## config.mk

```make
export PLATFORM = sky130hd
export DESIGN_NAME = maze_loader
export DESIGN_NICKNAME = d
export VERILOG_FILES = /design/src/rtl/maze_loader.sv
export SDC_FILE = /design/constraint.sdc
export NUM_CORES = 1
export LEC_CHECK = 0
export CORE_AREA = 8 8 73 75
export DETAILED_ROUTE_END_ITERATION = 10
export DIE_AREA = 0 0 81 83
export HOLD_SLACK_MARGIN = 0.1
export PLACE_DENSITY = 0.68
export SLEW_MARGIN = 15
export SYNTH_ARGS = -nofsm -noshare
export SYNTH_HDL_FRONTEND = slang
export SYNTH_SLANG_ARGS = --single-unit
```

## constraint.sdc

```tcl
create_clock -name clk -period 2.5 [get_ports clk]
set_input_delay 0.5 -clock clk [delete_from_list [all_inputs] [get_ports clk]]
set_output_delay 0.5 -clock clk [all_outputs]
set_load 0.02 [all_outputs]
```

## src/rtl/maze_loader.sv

```systemverilog
// Maze memory writer: accepts one maze row per valid/ready handshake and
// serialises it into single-bit writes on the shared loc/dIn/wr memory port.
module maze_loader #(
   parameter int ROWS  = 16,
   parameter int COLS  = 16,
   parameter int LOC_W = 8
) (
   input  logic             clk,
   input  logic             rst,
   input  logic             start,
   input  logic [COLS-1:0]  rowIn,
   input  logic             rowValid,
   output logic             rowReady,
   output logic [LOC_W-1:0] loc,
   output logic             dOut,
   output logic             wr,
   output logic             busy,
   output logic             done,
   output logic             badMaze
);

   localparam int ROW_W = (ROWS > 1) ? $clog2(ROWS) : 1;
   localparam int COL_W = (COLS > 1) ? $clog2(COLS) : 1;

   typedef enum logic [1:0] {
      IDLE,
      WAIT_ROW,
      WRITE,
      DONE
   } state_t;

   state_t           state;
   logic [ROW_W-1:0] row_cnt;
   logic [COL_W-1:0] col_cnt;
   logic [COLS-1:0]  row_reg;
   logic             bad;
   logic             last_row;
   logic             last_col;
   logic             corner_cell;

   assign last_row    = (row_cnt == ROW_W'(ROWS - 1));
   assign last_col    = (col_cnt == COL_W'(COLS - 1));
   // Start (0,0) and goal (ROWS-1,COLS-1) must both be free for a solvable maze
   assign corner_cell = ((row_cnt == '0) && (col_cnt == '0)) || (last_row && last_col);

   always_ff @(posedge clk) begin
      if (rst) begin
         state   <= IDLE;
         row_cnt <= '0;
         col_cnt <= '0;
         row_reg <= '0;
         bad     <= 1'b0;
      end else begin
         case (state)
            IDLE, DONE: begin
               if (start) begin
                  state   <= WAIT_ROW;
                  row_cnt <= '0;
                  col_cnt <= '0;
                  bad     <= 1'b0;
               end
            end
            WAIT_ROW: begin
               if (rowValid) begin
                  row_reg <= rowIn;
                  col_cnt <= '0;
                  state   <= WRITE;
               end
            end
            WRITE: begin
               if (dOut && corner_cell)
                  bad <= 1'b1;
               if (last_col) begin
                  col_cnt <= '0;
                  if (last_row) begin
                     state <= DONE;
                  end else begin
                     row_cnt <= row_cnt + 1'b1;
                     state   <= WAIT_ROW;
                  end
               end else begin
                  col_cnt <= col_cnt + 1'b1;
               end
            end
            default: state <= IDLE;
         endcase
      end
   end

   assign rowReady = (state == WAIT_ROW);
   assign wr       = (state == WRITE);
   assign busy     = (state == WAIT_ROW) || (state == WRITE);
   assign done     = (state == DONE);
   assign badMaze  = bad;
   assign loc      = LOC_W'({row_cnt, col_cnt});
   assign dOut     = row_reg[col_cnt];

endmodule

```

* Word-level counts from Yosys, hierarchy flattened *
Cells that the tools add are included.

operators by class
  $add $sub $neg = 2
  multipliers = 0
  divide/modulo/power cells = 0
  magnitude comparators = 1
  equal/unequal tests = 10
  shifts and indexed selects = 0
  multiplexer cells = 17
  bitwise operators = 0
  reductions and logical operators = 15

operators by type and width
  kind                   count
  $mux W4                5
  $pmux W4 S3            1
  $add A4 B1 Y4 const B  2
  $eq A4 B4 Y1 const B   2
  $logic_not A4 Y1       2
  $mux W2                4
  $pmux W4 S2            1
  $ne A2 B2 Y1 const B   3
  $pmux W2 S3            1
  $reduce_and A3 Y1      2
  $lt A4 B5 Y1 const B   1
  $bmux W1 S4            1
  $eq A2 B2 Y1 const B   2
  $ne A2 B1 Y1 const B   2
  $reduce_and A2 Y1      2
  $reduce_and A4 Y1      1
  $logic_and A1 B1 Y1    3
  $mux W1                3
  $eq A2 B1 Y1 const B   1
  $logic_not A2 Y1       1
  $logic_or A1 B1 Y1     2
  $pmux W1 S2            1
  $reduce_bool A2 Y1     1
  $reduce_or A2 Y1       1

storage, ports and cells
  register bits = 27
  bits in latches = 0
  bits in writable memories = 0
  bits in read-only memories = 0
  bits of input ports = 20
  output and inout bits = 14
  logic and storage cells = 50
  memories = 0

* Depth between registers and ports, before layout *
Gate-level depths: netlist of the first run.

  word-level depth = 6
  mapped depth = 7
  gate-level depth less buffers = 6

* Least setup slack after synthesis of the first run *
Ideal clock, no wire load.

  path type = flip-flop to output port
  from = reg col_cnt[1]
  to = out dOut
  arrival = 1.531 ns
  required time = 2.000 ns
  slack = 0.469 ns
  stages on the path, launching flop included = 6
  buffers on the path = 1
  path through = dfxtp_1 > buf_2 > mux4_2 > nand2_1 > nand3_1 > and2_1

on the way
  word-level cells in the longest chain between the ends = 2

ends and longest elaborated chain
  element                        RTL line  source
  from (decl)                    34        logic [COL_W-1:0] col_cnt;
  from (signal assigned)         82        col_cnt <= col_cnt + 1'b1;
  $bmux W1 S4                    96        assign dOut = row_reg[col_cnt];
  $mux W1 (not written as such)  96
  to (decl)                      15        output logic dOut,

Every way passes these cells. The select of a mux whose other input is x is not followed.

* Worst setup path after layout of the first run *
  from = reg col_cnt[2]
  to = out dOut

The elaborated chain is that of the path after synthesis.

==> results of run 1 <==
power by group:
group          switching [W]  internal (W)  leakage, nW  total, W
combinational       0.000121      0.000120        0.421  0.000242
sequential         0.0000233      0.000455        0.219  0.000479
clock               0.000142      0.000113       0.0217  0.000255
total               0.000287      0.000689        0.662  0.000975
per-stage QoR:
| stage | cell area [µm²] | hold slack, ps | setup slack, ps | util [%] | total power (W) |
|---|---|---|---|---|---|
| floorplan | 1390 | 433 | 469 | - | 0.000636 |
| global placement | 1770 | 446 | 266 | 42.2 | 0.000731 |
| detailed placement | 1770 | 450 | 234 | 42.2 | 0.000734 |
| CTS | 1820 | 465 | 137 | 43.3 | 0.000988 |
| global route | 1820 | 492 | 48.5 | 43.3 | 0.00103 |
| finish | 1820 | 462 | 151 | 43.3 | 0.000975 |
critical path: stages (launching register included):
cell and delay [ps]:
dfxtp_1 410, mux4_2 510, nand2_1 80, nand3b_1 100
and2_1 160, dlygate4sd2_1 310
cells in the mapped netlist, types with 3 or more instances:
cell,number
xnor2_1,3
nor3_1,3
clkbuf_1,6
ha_1,7
nor2b_1,3
o21ai_0,3
nand2_1,40
mux4_2,4
nand3_1,5
inv_1,8
nor2_1,5
dfxtp_1,27
a21oi_1,21
logic make-up after synthesis:
kind of cell	after synthesis	synth area share [%]
adder cells (fa/ha/maj)	7	6.29
multiplexers	6	7.91
XOR/XNOR	3	1.89
buffers and inverters	18	5.75
AO/OA/AOI/OAI	31	14.0
flip-flops	27	38.8
AND/OR/NAND/NOR	71	25.3
routing by layer:
layer / track usage [%] / up-vias
li1: - / 620
met2: 15.0 / 28
met4: 2.44 / 0
met5: 0 / -
met1: 13.9 / 548
met3: 2.91 / 2
how the worst min path moves through the flow:
stage,startpoint,end,slack [ps],cells past startpoint
floorplan,row_reg[12]$_SDFFE_PP0P_,row_reg[12]$_SDFFE_PP0P_,430,2
global placement,row_reg[7]$_SDFFE_PP0P_,row_reg[7]$_SDFFE_PP0P_,450,2
detailed placement,row_reg[7]$_SDFFE_PP0P_,row_reg[7]$_SDFFE_PP0P_,450,2
CTS,row_reg[7]$_SDFFE_PP0P_,row_reg[7]$_SDFFE_PP0P_,460,2
global route,row_reg[7]$_SDFFE_PP0P_,row_reg[7]$_SDFFE_PP0P_,490,2
finish,row_reg[7]$_SDFFE_PP0P_,row_reg[7]$_SDFFE_PP0P_,460,2
final cells by class:
class | count | area, µm²
clock inverters | 1 | 7.51
well taps | 52 | 65.1
inverters | 8 | 30.0
fillers | 432 | 2380
multi-input cells | 118 | 771
clock buffers | 3 | 41.3
flip-flops and latches | 27 | 541
repair buffers | 38 | 367
cell usage in the layout (no fill, tap or decap), drive strengths merged, types with 3 or more instances in the layout:
master	synthesis	layout
nand2	40	40
nor3	3	3
o21ai	3	3
buf	4	5
xnor2	3	3
dfxtp	27	27
inv	8	8
mux4	4	4
nor2b	3	3
clkbuf	6	3
ha	7	7
nand3	6	6
a21oi	21	21
nor2	5	5
clkdlybuf4s50	0	32
timing repair:
| action | 4_1_cts | 5_1_grt |
|---|---|---|
| setup endpoints to repair | 1 | 0 |
| endpoints found under the hold margin | 0 | 0 |
| setup buffers | 0 | 0 |
| gates resized for setup | 1 | 0 |
==> impl_metrics.csv, run 1 <==
group,metric,value,unit
outcome,outcome,"finished, final reports clean",
worst_setup_path,r2r-end,"row_cnt[3]$_SDFFE_PP0P_",
floorplanning,die_h,83,µm
synth,synth_top_area_share,38.8,%
finish,syn_to_final_growth,30.9,%
floorplanning,die_w,81,µm
route,wl_met3,199,µm
synth,ys.flop_type,"dfxtp_1",
clock_tree,htree_levels,1,
sta,grt_setup_unrepaired,"no",
worst_setup_path,reg2reg_slack,570,ps
sta,period_share,94.0,%
sta,finalSetupTns,0,ps
place,place_inst,243,
flow_run,drv_cap,0,
clock_tree,clk_pin_slew,100,ps
worst_setup_path,arrival,1850,ps
global_route,overflow,0,
synth,syn_nets,190,
floorplanning,die_area,6720,µm²
finish,finalNetCount,223,
sta,max_freq,0.426,GHz
sta,setup_viol,0,
sta,layout_min_cycle_time,2350,ps
finish,diodes,0,
route,drt-initial-drc-count,75,
floorplanning,io_pins,34,
place,place_congestion,0.753,
clock_tree,clockBufferDepth,2,
route,wl_met2,1380,µm
synth,synth_area,1390,µm²
clock_tree,cts-buffers-inserted,3,
floorplanning,core_area,4200,µm²
synth,synth-edff-count,0,
synth,seq_area_frac_synth,38.8,%
floorplanning,start_util,33.1,%
clock_tree,clock-sinks,27,
synth,yosys_warnings,0,
route,drt_wl_total,3200,µm
synth,ys_seq_elements,27,
worst_setup_path,cp-end-kind,"output pin",
global_route,grt_pass1_wl,5690,µm
route,postRouteAntennaNets,0,
route,wire_per_inst,13.0,µm
sta,max-slew-margin-rel,65.3,%
worst_setup_path,required,2000,ps
worst_setup_path,critical_path_class,"flip-flop to output pin",
place,port_buffers,33,
worst_setup_path,crit_end,"dOut",
pwr,p_leak,0.662,nW
sta,worst_clock_skew,6.14,ps
sta,final_max_slew_viol_count,0,
clock_tree,cts_hold_buf,0,
global_route,antenna_found_initial,0,
route,drt-met1-wl,1610,µm
synth,yosysTopAreaCell,"dfxtp_1",
finish,final_layout_size_suffix_gt1_share,9.23,%
worst_setup_path,setup.worst_path.start_class,"flip-flop",
floorplanning,core.rowCount,24,
synth,avgSynthCellArea,8.54,µm²
place,hpwl,2490,µm
clock_tree,clk_latency,270,ps
synth,synthTopCellsByArea,"dfxtp_1, nand2_1, a21oi_1, mux4_2, ha_1",
sta,tightestPinTransition,520,ps
route,avgViaCountPerCell,4.85,
worst_setup_path,crit_start,"col_cnt[2]$_SDFFE_PP0P_",
route,drt-pass1-iter-count,4,
worst_hold_path,hold_class,"flip-flop to flip-flop",
finish,layoutNonFillerInstCount,247,
global_route,grt_start_max_net_pins,23,
synth,synthCells,163,
clock_tree,cts_tree,"done",
route,drc,0,
worst_setup_path,reg2reg_depth,6,
worst_setup_path,r2r_start,"state[0]$_SDFFE_PP0P_",
pwr,cellPowerDensity,535,nW/µm²
route,maxUsedRoutingLayer,"met4",
synth,ys_types,37,
global_route,track_usage,10.1,%
synth,async_reset_ff_share,0,%
finish,largest_reg_flops,16,
route,via_count,1198,
worst_setup_path,worstPathMaxFanout,3,
sta,hold_viol_final,0,
clock_tree,root_buffer,"clkbuf_8",
global_route,grt_pass1_vias,1193,
pwr,ir_drop,0.212,mV
No activity file was read; power rests on OpenSTA's default activity.
==> run 2: changes to the inputs <==
Settings changed: ABC_CLOCK_PERIOD_IN_PS from default to 2500, CORE_AREA 8 8 73 75 to 4 4 63 77, DIE_AREA 0 0 81 83 to 0 0 67 81.
==> run 2 against run 1 <==
Effect of this change:
- combinational power is 2% lower
- cell count is 1.6% higher
- wire length is 7.4% lower
- critical endpoint unchanged
- critical path depth stayed put
==> impl_metrics.csv, run 2 (synthesis results as in run 1) <==
group,metric,value,unit
floorplanning,core.rowCount,26,
pwr,power.internal,0.000683,W
worst_setup_path,setup.worst_path.start_class,"flip-flop",
sta,tightestPinTransition,513,ps
finish,syn_to_final_growth,31.1,%
clock_tree,clk_pin_slew,90,ps
clock_tree,clockBufferDepth,2,
route,drc,0,
sta,hold_viol_final,0,
finish,final_util,44.2,%
worst_setup_path,arrival,1870,ps
sta,max_freq,0.422,GHz
pwr,finalPower,0.000958,W
finish,largest_reg_flops,16,
clock_tree,root_buffer,"clkbuf_8",
sta,setup_viol,0,
pwr,switching_power,0.000276,W
finish,final_layout_size_suffix_gt1_share,9.23,%
pwr,seqPwrFrac,49.8,%
clock_tree,cts_hold_buf,0,
route,drt-pass1-iter-count,4,
pwr,combPwrFrac,24.7,%
global_route,track_usage,12.0,%
route,wire_per_inst,11.8,µm
route,via_count,1159,
floorplanning,io_pins,34,
flow_run,drv_cap,0,
finish,finalNetCount,223,
floorplanning,core_area,4130,µm²
floorplanning,die_h,81,µm
floorplanning,die_w,67,µm
clock_tree,clk_latency,270,ps
worst_hold_path,hold_class,"flip-flop to flip-flop",
clock_tree,cts-buffers-inserted,3,
floorplanning,start_util,33.7,%
sta,grt_setup_unrepaired,"no",
pwr,cellPowerDensity,525,nW/µm²
outcome,outcome,"finished, final reports clean",
finish,final_cell_mix,"nand2_1, clkdlybuf4s50_1, dfxtp_1",
global_route,grt_pass1_wl,5150,µm
sta,worst_clock_skew,5.22,ps
sta,finalHoldWorstSlack,458,ps
pwr,switching_share,28.8,%
sta,finalSetupTns,0,ps
sta,period_share,94.8,%
route,postRouteAntennaNets,0,
global_route,overflow,0,
worst_setup_path,critical_path_class,"flip-flop to output pin",
place,place_congestion,0.712,
route,drt_wl_total,2960,µm
sta,max-slew-margin-rel,65.8,%
worst_setup_path,worstPathMaxFanout,4,
sta,final_max_slew_viol_count,0,
route,avgViaCountPerCell,4.62,
global_route,antenna_found_initial,0,
place,hpwl,2370,µm
pwr,p_leak,0.667,nW
place,port_buffers,33,
pwr,ir_drop,0.177,mV
place,place_inst,247,
sta,layout_min_cycle_time,2370,ps
clock_tree,cts_tree,"done",
clock_tree,htree_levels,1,
finish,layoutNonFillerInstCount,251,
worst_setup_path,required,2000,ps
route,drt-initial-drc-count,63,
global_route,grt_start_max_net_pins,23,
pwr,clkPwrFrac,25.4,%
worst_setup_path,cp-end-kind,"output pin",
floorplanning,die_area,5430,µm²
finish,layout_commonest_cell,"nand2_1",
finish,diodes,0,
global_route,grt_pass1_vias,1137,
clock_tree,clock-sinks,27,
-- run 2: cell count changes in the layout (fill, tap and decap cells not counted) --
cell / before / now
clkinv_2: 0 / 1
clkinvlp_4: 1 / 0
-- run 2: worst paths after layout --
check / start / endpoint / slack (ps) / cells past startpoint
max: col_cnt[2]$_SDFFE_PP0P_ / dOut / 130 / 5
min: row_reg[7]$_SDFFE_PP0P_ / row_reg[7]$_SDFFE_PP0P_ / 460 / 2
max reg2reg: state[0]$_SDFFE_PP0P_ / row_cnt[3]$_SDFFE_PP0P_ / 570 / 6
min reg2reg: row_reg[7]$_SDFFE_PP0P_ / row_reg[7]$_SDFFE_PP0P_ / 460 / 2
-- run 2: layout make-up --
type                       instances  area, µm²
sequential                        27        541
inverter                           8       30.0
clock inverter                     1       5.00
tap                               56       70.1
clock buffer                       3       41.3
fill                             439       2310
multi-input combinational        118        771
timing repair buffer              38        367
-- run 2: through the flow --
step,setup WS [ps],cell area [µm²]
after global placement,250,1780
after global routing,6.54,1820
after detailed placement,202,1780
final,131,1820
after floorplan,469,1390
after CTS,119,1820
-- run 2: repair_timing --
| action | 4_1_cts | 5_1_grt |
|---|---|---|
| hold endpoints to repair | 0 | 0 |
| endpoints found under the setup margin | 1 | 0 |
| resized for setup | 1 | 0 |
| buffers inserted | 0 | 0 |
-- run 2: routing by layer --
metal | track usage, % | wire length, µm
met5 | 0 | 0
met4 | 1.83 | 11
met3 | 2.07 | 143
met2 | 22.1 | 1500
met1 | 14.5 | 1310
-- run 2: worst max-delay path, stage by stage (launching register included) --
cell           delay, ps
dfxtp_1              420
mux4_2               520
nand2_1               80
nand3b_1              90
and2_1               170
dlygate4sd2_1        320
-- run 2: power groups by stage --
| stage | combinational (W) | clock (W) | sequential [W] |
|---|---|---|---|
| after detailed placement | 0.000241 | 0 | 0.000488 |
| final | 0.000237 | 0.000244 | 0.000477 |
| after global routing | 0.000267 | 0.000268 | 0.000481 |
| after global placement | 0.000238 | 0 | 0.000487 |
| after CTS | 0.000240 | 0.000253 | 0.000477 |
| after floorplan | 0.000148 | 0 | 0.000488 |
==> run 3: changes to the inputs <==
Settings changed: CORE_AREA 4 4 63 77 to 4 4 50 97, DIE_AREA 0 0 67 81 to 0 0 54 101, PLACE_DENSITY 0.68 to default.
==> run 3 against run 2 <==
Effect of this change:
- hold slack got worse by 2.9 ps
- non-clock buffer count decreased by 1
- clock power about the same
- maximum frequency increased by 0.29%
- via count increased by 4.3%
- global-route usage increased by 1.4 points
- setup slack improved by 6.8 ps
- sequential share of layout area increased by 0.23 points
==> impl_metrics.csv, run 3 (synthesis results as in run 1) <==
group,metric,value,unit
outcome,outcome,"finished, final reports clean",
clock_tree,clk_pin_slew,90,ps
sta,finalSetupTns,0,ps
place,port_buffers,33,
floorplanning,core_area,4090,µm²
sta,max_freq,0.423,GHz
floorplanning,die_h,101,µm
clock_tree,root_buffer,"clkbuf_8",
worst_setup_path,required,2000,ps
sta,final_max_slew_viol_count,0,
sta,tightestPinTransition,585,ps
route,avgViaCountPerCell,4.91,
pwr,ir_drop,0.362,mV
sta,period_share,94.5,%
flow_run,drv_cap,0,
clock_tree,cts_tree,"done",
global_route,antenna_found_initial,0,
finish,final_cell_mix,"nand2_1, clkdlybuf4s50_1, dfxtp_1",
finish,syn_to_final_growth,30.1,%
pwr,p_leak,0.658,nW
floorplanning,die_area,5450,µm²
route,drc,0,
worst_setup_path,reg2reg_depth,7,
finish,largest_reg_flops,16,
worst_setup_path,reg2reg_slack,530,ps
worst_hold_path,hold_start,"row_reg[14]$_SDFFE_PP0P_",
pwr,cellPowerDensity,533,nW/µm²
worst_setup_path,r2r_start,"state[0]$_SDFFE_PP0P_",
floorplanning,start_util,34.0,%
worst_setup_path,setup.worst_path.start_class,"flip-flop",
worst_hold_path,hold_end,"row_reg[14]$_SDFFE_PP0P_",
finish,layout_commonest_cell,"nand2_1",
worst_hold_path,hold_class,"flip-flop to flip-flop",
finish,final_util,44.3,%
clock_tree,clock-sinks,27,
route,drt-initial-drc-count,1,
finish,finalNetCount,222,
route,wire_per_inst,13.1,µm
finish,diodes,0,
sta,finalHoldWorstSlack,456,ps
clock_tree,clockBufferDepth,2,
floorplanning,io_pins,34,
global_route,overflow,0,
clock_tree,cts-buffers-inserted,3,
floorplanning,core.rowCount,33,
global_route,grt_start_max_net_pins,18,
clock_tree,htree_levels,1,
sta,setup_viol,0,
sta,hold_viol_final,0,
sta,worst_clock_skew,3.34,ps
finish,final_area,1810,µm²
global_route,grt_pass1_vias,1267,
sta,grt_setup_unrepaired,"no",
global_route,grt_pass1_wl,5520,µm
route,postRouteAntennaNets,0,
sta,max-slew-margin-rel,60.8,%
place,place_area,1770,µm²
route,drt-pass1-iter-count,4,
worst_setup_path,arrival,1860,ps
pwr,finalPower,0.000965,W
worst_setup_path,cp-end-kind,"output pin",
clock_tree,cts_hold_buf,0,
place,place_congestion,0.856,
route,via_count,1209,
place,hpwl,2620,µm
sta,layout_min_cycle_time,2360,ps
route,drt_wl_total,3220,µm
worst_setup_path,r2r-end,"state[1]$_SDFFE_PP0P_",
finish,final_layout_size_suffix_gt1_share,8.25,%
global_route,track_usage,13.3,%
worst_setup_path,critical_path_class,"flip-flop to output pin",
worst_setup_path,worstPathMaxFanout,3,
worst_setup_path,crit_start,"col_cnt[2]$_SDFFE_PP0P_",
finish,fillCellCount,408,
clock_tree,post-cts-setup-buffers,0,
floorplanning,die_w,54,µm
worst_hold_path,holdPathStages,2,
clock_tree,clk_latency,270,ps
-- run 3: cell count changes in the layout (fill, tap and decap cells not counted) --
| cell | delta |
|---|---|
| buf_4 | -1 |
| clkbuf_1 | +1 |
| clkinv_2 | -1 |
-- run 3: area by class of cell --
| class | count | area, µm² | area share [%] |
|---|---|---|---|
| multi-input combinational | 118 | 771 | 42.6 |
| sequential | 27 | 541 | 29.9 |
| timing repair buffer | 37 | 359 | 19.8 |
| tap | 52 | 65.1 | 3.59 |
| clock buffer | 4 | 45.0 | 2.49 |
| inverter | 8 | 30.0 | 1.66 |
-- run 3: worst max-delay path by stage --
stage / to / slack [ps] / depth (start not counted)
2_1_floorplan: dOut / 470 / 5
3_3_place_gp: dOut / 260 / 5
3_5_place_dp: dOut / 220 / 5
4_1_cts: dOut / 120 / 5
5_1_grt: dOut / 30 / 6
6_report: dOut / 140 / 5
-- run 3: what timing repair did --
| action | in CTS | in global routing |
|---|---|---|
| setup endpoints to repair | 1 | 0 |
| hold endpoints to repair | 0 | 0 |
| resized for setup | 1 | 0 |
-- run 3: report_power, final --
group | internal, W | switching, W | leakage, nW
clock | 0.000114 | 0.000133 | 0.0228
sequential | 0.000455 | 0.0000220 | 0.219
combinational | 0.000116 | 0.000124 | 0.416
-- run 3: per-stage QoR --
| stage | std cells | setup WS (ps) |
|---|---|---|
| after floorplan | 163 | 469 |
| after CTS | 246 | 124 |
| final | 246 | 138 |
| after global routing | 246 | 28.2 |
| after global placement | 242 | 263 |
| after detailed placement | 242 | 215 |
-- run 3: worst max-delay path, cell delays in order (launching register included) --
cell,delay [ps]
dfxtp_1,410
mux4_2,530
nand2_1,80
nand3b_1,90
and2_1,170
dlygate4sd2_1,310
-- run 3: layer usage --
| metal | global-route usage, % | vias up | share of wire [%] |
|---|---|---|---|
| li1 | - | 616 | - |
| met1 | 14.6 | 567 | 37 |
| met2 | 24.8 | 21 | 58 |
| met3 | 1.33 | 5 | 2.8 |
| met4 | 5.18 | 0 | 1.7 |
| met5 | 0 | - | 0 |
